===== src/rtl/instr_issue_pkg.sv =====
// Shared decode definitions for the issue stage: instruction layout, opcode
// classes and the bubble encoding driven towards reg_file when nothing issues.
package instr_issue_pkg;
  localparam int OPC_W     = 4;
  localparam int OPC_LSB   = 12;
  localparam int ADDRC_LSB = 8;
  localparam int ADDRA_LSB = 4;
  localparam int ADDRB_LSB = 0;

  typedef enum logic [OPC_W-1:0] {
    OP_RR0 = 4'h0, OP_RR1, OP_RR2, OP_RR3, OP_RR4, OP_RR5,
    OP_RA6, OP_RA7, OP_RA8, OP_RR9, OP_LOADI, OP_RAB, OP_RAC,
    OP_SETMASK, OP_NOP, OP_BUBBLE
  } opcode_e;

  localparam logic [OPC_W-1:0] BUBBLE = OP_BUBBLE;

  function automatic logic reads_a(input opcode_e op);
    case (op)
      OP_LOADI, OP_SETMASK, OP_NOP, OP_BUBBLE: reads_a = 1'b0;
      default:                                 reads_a = 1'b1;
    endcase
  endfunction

  function automatic logic reads_b(input opcode_e op);
    case (op)
      OP_RR0, OP_RR1, OP_RR2, OP_RR3, OP_RR4, OP_RR5, OP_RR9: reads_b = 1'b1;
      default:                                               reads_b = 1'b0;
    endcase
  endfunction

  function automatic logic writes_c(input opcode_e op);
    case (op)
      OP_SETMASK, OP_NOP, OP_BUBBLE: writes_c = 1'b0;
      default:                       writes_c = 1'b1;
    endcase
  endfunction
endpackage


===== src/rtl/instr_issue_scoreboard.sv =====
// In-flight write tracker: a dependent read may issue once the producing write
// is EX_LAT cycles past its issue, so only EX_LAT-1 entries are ever live.
module hazard_scoreboard
  import instr_issue_pkg::*;
#(
  parameter int EX_LAT     = 3,
  parameter int WIDTH_ADDR = 4
) (
  input  logic                  clk,
  input  logic                  rstn,
  input  logic                  push,
  input  logic [WIDTH_ADDR-1:0] push_addr,
  input  logic                  chk_a_en,
  input  logic [WIDTH_ADDR-1:0] chk_a,
  input  logic                  chk_b_en,
  input  logic [WIDTH_ADDR-1:0] chk_b,
  output logic                  hit
);
  localparam int DEPTH = EX_LAT - 1;

  generate
    if (DEPTH == 0) begin : g_none
      logic unused_inputs;
      assign unused_inputs = ^{clk, rstn, push, push_addr, chk_a_en, chk_a, chk_b_en, chk_b};
      assign hit = 1'b0;
    end else begin : g_sb
      logic [DEPTH-1:0]      vld;
      logic [WIDTH_ADDR-1:0] addr [DEPTH];

      always_ff @(posedge clk or negedge rstn) begin
        if (!rstn) begin
          vld <= '0;
          for (int i = 0; i < DEPTH; i++) addr[i] <= '0;
        end else begin
          vld[0]  <= push;
          addr[0] <= push_addr;
          for (int i = 1; i < DEPTH; i++) begin
            vld[i]  <= vld[i-1];
            addr[i] <= addr[i-1];
          end
        end
      end

      always_comb begin
        hit = 1'b0;
        for (int i = 0; i < DEPTH; i++) begin
          if (vld[i] && ((chk_a_en && addr[i] == chk_a) || (chk_b_en && addr[i] == chk_b)))
            hit = 1'b1;
        end
      end
    end
  endgenerate
endmodule


===== src/rtl/instr_issue.sv =====
// Decode/issue stage in front of reg_file: splits instruction words, stalls on
// RAW and FIFO hazards, and drives bubbles so the RF never pops spuriously.
module instr_issue
  import instr_issue_pkg::*;
#(
  parameter int WIDTH_ADDR   = 4,
  parameter int WIDTH_VECTOR = 8,
  parameter int WIDTH_OPCODE = 4,
  parameter int EX_LAT       = 3,
  parameter int CNT_W        = 16
) (
  input  logic                    clk,
  input  logic                    rstn,
  input  logic [15:0]             in_instr,
  input  logic                    in_valid,
  output logic                    in_ready,
  input  logic                    fifo_empty,
  output logic [WIDTH_OPCODE-1:0] opcode,
  output logic [WIDTH_ADDR-1:0]   addra,
  output logic [WIDTH_ADDR-1:0]   addrb,
  output logic                    ex_valid,
  output logic [WIDTH_OPCODE-1:0] ex_opcode,
  output logic [WIDTH_ADDR-1:0]   ex_addrc,
  output logic [WIDTH_VECTOR-1:0] ex_wec,
  output logic [CNT_W-1:0]        stall_raw,
  output logic [CNT_W-1:0]        stall_fifo
);
  opcode_e                 dec_op;
  logic [WIDTH_ADDR-1:0]   dec_a, dec_b, dec_c;
  logic                    rd_a, rd_b, dec_wr, uses_fifo;
  logic                    raw_hazard, fifo_block, issue;
  logic                    fifo_last;
  logic [WIDTH_VECTOR-1:0] lane_mask;

  assign dec_op = opcode_e'(in_instr[OPC_LSB +: OPC_W]);
  assign dec_c  = in_instr[ADDRC_LSB +: WIDTH_ADDR];
  assign dec_a  = in_instr[ADDRA_LSB +: WIDTH_ADDR];
  assign dec_b  = in_instr[ADDRB_LSB +: WIDTH_ADDR];

  assign rd_a      = reads_a(dec_op);
  assign rd_b      = reads_b(dec_op);
  assign dec_wr    = writes_c(dec_op) && (dec_c != '0);
  assign uses_fifo = (rd_a && dec_a == '0) || (rd_b && dec_b == '0);

  // Back-to-back FIFO readers are spaced one cycle so fifo_empty reflects the pop.
  assign fifo_block = uses_fifo && (fifo_empty || fifo_last);
  assign in_ready   = !raw_hazard && !fifo_block;
  assign issue      = in_valid && in_ready;

  hazard_scoreboard #(
    .EX_LAT    (EX_LAT),
    .WIDTH_ADDR(WIDTH_ADDR)
  ) u_sb (
    .clk      (clk),
    .rstn     (rstn),
    .push     (issue && dec_wr),
    .push_addr(dec_c),
    .chk_a_en (rd_a && dec_a != '0),
    .chk_a    (dec_a),
    .chk_b_en (rd_b && dec_b != '0),
    .chk_b    (dec_b),
    .hit      (raw_hazard)
  );

  always_ff @(posedge clk or negedge rstn) begin
    if (!rstn) begin
      opcode     <= WIDTH_OPCODE'(BUBBLE);
      addra      <= '1;
      addrb      <= '1;
      ex_valid   <= 1'b0;
      ex_opcode  <= WIDTH_OPCODE'(BUBBLE);
      ex_addrc   <= '0;
      ex_wec     <= '0;
      lane_mask  <= '1;
      fifo_last  <= 1'b0;
      stall_raw  <= '0;
      stall_fifo <= '0;
    end else begin
      fifo_last <= issue && uses_fifo;
      if (issue) begin
        opcode    <= WIDTH_OPCODE'(dec_op);
        addra     <= dec_a;
        addrb     <= dec_b;
        ex_valid  <= 1'b1;
        ex_opcode <= WIDTH_OPCODE'(dec_op);
        ex_addrc  <= dec_c;
        ex_wec    <= dec_wr ? lane_mask : '0;
        if (dec_op == OP_SETMASK) lane_mask <= in_instr[WIDTH_VECTOR-1:0];
      end else begin
        opcode    <= WIDTH_OPCODE'(BUBBLE);
        addra     <= '1;
        addrb     <= '1;
        ex_valid  <= 1'b0;
        ex_opcode <= WIDTH_OPCODE'(BUBBLE);
        ex_addrc  <= '0;
        ex_wec    <= '0;
      end
      if (in_valid && raw_hazard && stall_raw != '1)
        stall_raw <= stall_raw + CNT_W'(1);
      if (in_valid && fifo_block && !raw_hazard && stall_fifo != '1)
        stall_fifo <= stall_fifo + CNT_W'(1);
    end
  end
endmodule

===== config.mk =====
export PLATFORM = sky130hd
export DESIGN_NAME = instr_issue
export DESIGN_NICKNAME = d
export VERILOG_FILES = /design/src/rtl/instr_issue_pkg.sv /design/src/rtl/instr_issue_scoreboard.sv /design/src/rtl/instr_issue.sv
export SDC_FILE = /design/constraint.sdc
export NUM_CORES = 1
export LEC_CHECK = 0
export ABC_AREA = 1
export BUFFER_PORTS_ARGS = -buffer_cell sky130_fd_sc_hd__buf_2
export CAP_MARGIN = 20
export CORE_MARGIN = 8
export CORE_UTILIZATION = 33
export DETAILED_ROUTE_END_ITERATION = 8
export GPL_TIMING_DRIVEN = 0
export PLACE_DENSITY_LB_ADDON = 0.3
export SKIP_LAST_GASP = 1
export SYNTH_ARGS = -nofsm -noshare
export SYNTH_HDL_FRONTEND = slang
export SYNTH_SLANG_ARGS = --single-unit

===== constraint.sdc =====
create_clock -name clk -period 2 [get_ports clk]
set_input_delay 0.4 -clock clk [delete_from_list [all_inputs] [get_ports clk]]
set_output_delay 0.4 -clock clk [all_outputs]
set_load 0.05 [all_outputs]

==> flow_metrics.py, run 1 <==
metrics = {
    "outcome": {
        "status": "finished, final reports clean",
    },
    "setup_path": {
        "reg2reg_to": "stall_raw[11]$_DFFE_PN0P_",
        "critPathSlowestCell": "dfrtp_1",
        "critPathCaptureType": "primary output",
        "crit_end": "in_ready",
        "required_ps": 1600,
        "crit_path_frequent_cell": "nand2_1",
        "path_buf_inv": 2,
        "crit_start": "u_sb.g_sb.addr[6]$_DFF_PN0_",
        "reg2reg_depth": 9,
        "reg2reg_from": "stall_raw[0]$_DFFE_PN0P_",
        "cp_max_fo": 4,
        "cp-start-kind": "flip-flop",
        "path_cells": "inv_1 > nand2_1 > nand2_1 > nand3_2 > nor2_2 > nand2_1 > nand2_1 > nand2_1 > nand2_2 > nor2_4 > buf_8",
        "rrSetupSlack_ps": 120,
        "worstSetupPathType": "reg2out",
        "path_depth": 11,
        "arrival_ps": 1570,
        "cp_top_family": "simple AND/OR/NAND/NOR gates",
        "cp_slowest_stage_delay_ps": 410,
    },
    "power_and_ir_drop": {
        "ir_worst_vdd_mv": 0.721,
        "powerDensity_nw_per_um2": 880,
        "power_w": 0.00420,
        "leakage_nw": 2.47,
    },
    "synth": {
        "synthTopCellsByArea": "dfrtp_1 (37%), nand2_1 (16%), dfstp_2 (14%), xnor2_1 (5.5%), nand3_1 (4.3%)",
        "yosys.area.top_type_share": 0.367,
        "synth_area_per_cell_um2": 8.45,
        "synth_top_cell_by_area": "dfrtp_1",
        "synthArstFlopShare": 1.00,
        "synth_edf_count": 0,
        "seq_area_frac_synth": 0.505,
        "synthCells": 452,
        "synth_ff_type": "dfrtp_1",
        "yosysWarnings": 0,
        "syn_area_um2": 3820,
        "yosys_register_bits": 76,
        "synth_common_cells": "nand2_1 (162), dfrtp_1 (56), inv_1 (36)",
        "yosysUniqueCellTypes": 31,
        "synth.most_common_cell": "nand2_1",
        "synth_nets": 474,
    },
    "timing": {
        "slew_headroom": 0.324,
        "setup_tns_ps": 0,
        "rsz0062_at_grt": "true",
        "worst_slew_pin_slew_ps": 1000,
        "drv_slew": 0,
        "fin_crit_sh": 0.986,
        "max_freq_mhz": 507,
        "hold_viol": 0,
        "min_period_ps": 1970,
        "setup_viol": 0,
        "skew_ps": 6.90,
    },
    "clocking": {
        "cts_max_path_buffers": 2,
        "cts.sinks": 76,
        "cts_buffers": 9,
        "clockRootBuffer": "clkbuf_16",
        "cts_max_level": 3,
        "clk_latency_ps": 330,
        "cts_hold_buf": 0,
        "cts_tree": "done",
        "clk_pin_slew_worst_paths_ps": 60,
    },
    "place": {
        "postPlaceCellArea_um2": 4430,
        "gp_congestion": 0.834,
        "place_hpwl_um": 6850,
        "dp.cells": 677,
        "numPortBuffers": 81,
    },
    "global_route": {
        "antenna_found_initial": 0,
        "grt_use_total": 0.124,
        "gr-total-overflow": 0,
        "grt_pass1_wl_um": 14900,
        "grt_pass1_vias": 3058,
        "grt_max_degree": 41,
    },
    "die": {
        "coreArea_um2": 11400,
        "ios": 82,
        "start_util": 0.336,
        "die_w_um": 124,
        "die_y_um": 124,
        "dieArea_um2": 15300,
        "row_count": 39,
    },
    "cells_and_area": {
        "area_growth_pct": 25.1,
        "num_antenna_cells": 0,
        "drive_above_1_share": 0.300,
        "nets": 570,
        "fin_cells": 696,
        "fin_area_um2": 4780,
    },
    "route": {
        "wl_per_cell_um": 12.9,
        "drc": 0,
        "drt_wl_total_um": 9010,
        "ant_nets": 0,
        "drtIter0Drc": 160,
        "via_per_inst": 4.54,
        "firstDrtPassIters": 4,
        "vias": 3159,
    },
    "hold_path": {
        "hold_path.class": "in2async",
    },
    "run": {
        "maxCapViolCount": 0,
    },
}
==> metal layers <==
layer,GRT usage,part of all wire,up-vias,routed length [um]
met5,0,0,-,0
met4,0.0376,0.012,0,107
met3,0.0461,0.071,9,636
met2,0.212,0.50,77,4500
met1,0.142,0.42,1469,3770
li1,-,-,1604,-
==> what timing repair did <==
action	CTS	global route
hold endpoints to repair	0	0
setup buffers	1	3
pin swaps	2	6
gates resized for setup	4	6
setup endpoints to repair	1	23
==> final cells by class <==
type	count	area (um2)
fill	1137	6590
clock inverter	3	21.3
inverter	44	165
sequential	76	1930
timing repair buffer	86	468
buffer	13	111
multi-input combinational	318	1640
tap	143	179
clock buffer	13	260
==> metrics by stage <==
step	hold slack (ps)	setup WS, ps	util
detailed placement	376	-141	0.390
finish	37.5	28.1	0.420
floorplan	104	43.0	-
global placement	363	-150	0.388
global route	80.0	-74.0	0.420
CTS	45.5	4.97	0.416
==> worst min path at each step <==
stage,start,to,slack (ps),cells after the start
2_1_floorplan,rstn,ex_addrc[0]$_DFF_PN0_,100,0
3_3_place_gp,u_sb.g_sb.vld[0]$_DFF_PN0_,u_sb.g_sb.vld[1]$_DFF_PN0_,360,0
3_5_place_dp,u_sb.g_sb.vld[0]$_DFF_PN0_,u_sb.g_sb.vld[1]$_DFF_PN0_,380,0
4_1_cts,rstn,u_sb.g_sb.vld[0]$_DFF_PN0_,50,1
5_1_grt,rstn,u_sb.g_sb.addr[2]$_DFF_PN0_,80,1
6_report,rstn,ex_addrc[0]$_DFF_PN0_,40,1
==> cells by family (layout without fill, tap and decap cells) <==
family                     after synthesis  after routing  synth area share
buffers and inverters                   58            159            0.0744
adders and majority gates                2              2           0.00655
and+or+nand+nor                        273            273             0.319
DFF                                     76             76             0.505
AOI/OAI and AO/OA                        6              6            0.0108
xor gates and xnor gates                37             37            0.0849
==> cells in the final DEF (no fill, tap or decap), types with 3 or more instances in the layout <==
master	instances
xnor2_1	24
inv_2	9
nand3_2	3
nand3_1	32
nand4_1	12
dfrtp_2	4
dfrtp_1	52
buf_2	81
nor2_1	34
dfstp_2	20
nor2_2	3
nand2_2	3
o21ai_0	4
inv_1	35
clkbuf_16	9
buf_4	11
buf_6	5
xor2_1	13
nand2_1	162
nor3_1	10
==> state kept, by name, indices dropped and copies added (netlist names), 4 cells and up <==
name            flops
ex_wec              8
u_sb.g_sb.addr      8
addrb               4
stall_fifo         16
stall_raw          16
ex_opcode           4
addra               4
ex_addrc            4
lane_mask           8
==> report_power, final <==
group,internal (W),switching [W]
Combinational,0.000247,0.000615
Clock,0.000908,0.000596
Sequential,0.00172,0.000118
(Power assumes the default switching activity.)
==> run 2: changes to the inputs <==
--- a/config.mk
+++ b/config.mk
@@ -12,7 +12,6 @@
 export CORE_UTILIZATION = 33
 export DETAILED_ROUTE_END_ITERATION = 8
 export GPL_TIMING_DRIVEN = 0
-export PLACE_DENSITY_LB_ADDON = 0.3
 export SKIP_LAST_GASP = 1
 export SYNTH_ARGS = -nofsm -noshare
 export SYNTH_HDL_FRONTEND = slang
==> flow_metrics.py, run 2 (same netlist as run 1, synthesis figures left out) <==
metrics = {
    "place": {
        "gp_congestion": 0.857,
        "postPlaceCellArea_um2": 4430,
        "numPortBuffers": 81,
        "place_hpwl_um": 6840,
    },
    "setup_path": {
        "cp_max_fo": 3,
        "required_ps": 1600,
        "arrival_ps": 1640,
        "critPathCaptureType": "primary output",
        "cp-start-kind": "flip-flop",
        "worstSetupPathType": "reg2out",
    },
    "timing": {
        "worst_slew_pin_slew_ps": 976,
        "setup_slack_ps": -44.3,
        "hold_viol": 0,
        "skew_ps": 6.01,
        "setup_viol": 1,
        "slew_headroom": 0.342,
        "rsz0062_at_grt": "true",
        "drv_slew": 0,
        "setup_tns_ps": -44.3,
        "min_period_ps": 2040,
        "max_freq_mhz": 489,
        "fin_crit_sh": 1.02,
    },
    "global_route": {
        "grt_max_degree": 40,
        "grt_pass1_vias": 3306,
        "gr-total-overflow": 0,
        "grt_pass1_wl_um": 15600,
        "antenna_found_initial": 0,
        "grt_use_total": 0.130,
    },
    "die": {
        "row_count": 39,
        "die_w_um": 124,
        "start_util": 0.336,
        "die_y_um": 124,
        "coreArea_um2": 11400,
        "dieArea_um2": 15300,
        "ios": 82,
    },
    "outcome": {
        "violations": "setup timing",
        "status": "finished, violations left",
    },
    "clocking": {
        "cts.sinks": 76,
        "clk_pin_slew_worst_paths_ps": 60,
        "cts_buffers": 9,
        "clk_latency_ps": 340,
        "cts_tree": "done",
        "cts_hold_buf": 0,
        "clockRootBuffer": "clkbuf_16",
        "cts_max_path_buffers": 2,
        "cts_max_level": 3,
    },
    "route": {
        "wl_met2_um": 4690,
        "met3_wirelength_um": 578,
        "ant_nets": 0,
        "wl_per_cell_um": 13.5,
        "drtIter0Drc": 185,
        "vias": 3211,
        "drt_wl_total_um": 9420,
        "topRoutingLayerUsed": "met4",
        "wl_met1_um": 3910,
        "drc": 0,
        "firstDrtPassIters": 4,
        "via_per_inst": 4.59,
    },
    "cells_and_area": {
        "drive_above_1_share": 0.309,
        "fill_cells": 1137,
        "reg_top3": "stall_fifo x16, stall_raw x16",
        "final_cell_mix": "nand2_1 (160), buf_2 (81), dfrtp_1 (52)",
        "fin_util": 0.429,
        "area_growth_pct": 27.8,
        "nets": 573,
        "num_antenna_cells": 0,
        "layout_commonest_cell": "nand2_1",
        "fin_area_um2": 4880,
    },
    "hold_path": {
        "hold_path.class": "in2async",
    },
    "power_and_ir_drop": {
        "leakage_nw": 2.51,
        "ir_worst_vdd_mv": 0.492,
        "powerDensity_nw_per_um2": 946,
    },
    "run": {
        "maxCapViolCount": 0,
    },
}
==> run 2: changes by cell type in the layout (fill, tap and decap cells not counted), sizes merged <==
| cell | delta |
|---|---|
| bufinv | +3 |
| buf | +3 |
| clkbuf | -3 |
==> run 2: path summary, 6_finish.rpt <==
| path | startpoint | endpoint | slack (ps) | cells after the start |
|---|---|---|---|---|
| min in group clk | in_instr[9] | u_sb.g_sb.addr[5]$_DFF_PN0_ | 200 | 1 |
| hold reg to reg | u_sb.g_sb.vld[0]$_DFF_PN0_ | u_sb.g_sb.vld[1]$_DFF_PN0_ | 390 | 0 |
| hold / removal | rstn | u_sb.g_sb.vld[1]$_DFF_PN0_ | 30 | 1 |
| max in group asynchronous | rstn | lane_mask[2]$_DFFE_PN1P_ | 1350 | 2 |
| setup / recovery | u_sb.g_sb.addr[5]$_DFF_PN0_ | in_ready | -40 | 8 |
| setup reg to reg | stall_raw[0]$_DFFE_PN0P_ | stall_raw[10]$_DFFE_PN0P_ | 100 | 9 |
==> run 2: repair_timing <==
action,4_1_cts,5_1_grt
pin swaps,5,13
gates cloned,0,0
gates resized for setup,5,9
buffers inserted,2,5
setup endpoints to repair,1,24
==> run 2: area by class of cell <==
type                    instances  area (um2)  area share
flip-flops and latches         76        1930       0.396
multi-input cells             318        1650       0.338
repair buffers                 89         490       0.101
clock buffers                  10         239      0.0490
well taps                     143         179      0.0367
inverters                      44         165      0.0338
clock inverters                 6         111      0.0228
plain buffers                  13         111      0.0228
==> run 2: per-stage QoR <==
stage / hold WS, ps / worst slack, ps / power (W) / instances
after detailed placement: 378 / -173 / 0.00268 / 677
after global routing: 71.2 / -185 / 0.00482 / 699
after floorplan: 104 / 43.0 / 0.00243 / 452
final: 32.6 / -44.3 / 0.00462 / 699
after global placement: 367 / -177 / 0.00266 / 676
after CTS: 44.5 / -124 / 0.00462 / 695
==> run 2: layer usage <==
metal,track usage,vias to the layer above
li1,-,1607
met1,0.148,1507
met2,0.217,77
met3,0.0388,20
met4,0.0722,0
met5,0,-
==> run 2: critical path, cell delays in order, from the launching register on <==
cell and delay, ps:
dfrtp_1 410, xor2_1 210, nor2_2 70, nand3_1 80
nand2_1 50, nand2_1 70, nand2_2 70, nor2_4 180
buf_8 170
==> run 2: report_power, final <==
| group | internal, W | switching [W] |
|---|---|---|
| logic | 0.000250 | 0.000619 |
| registers | 0.00172 | 0.000115 |
| clock network | 0.00125 | 0.000660 |
| total | 0.00322 | 0.00139 |
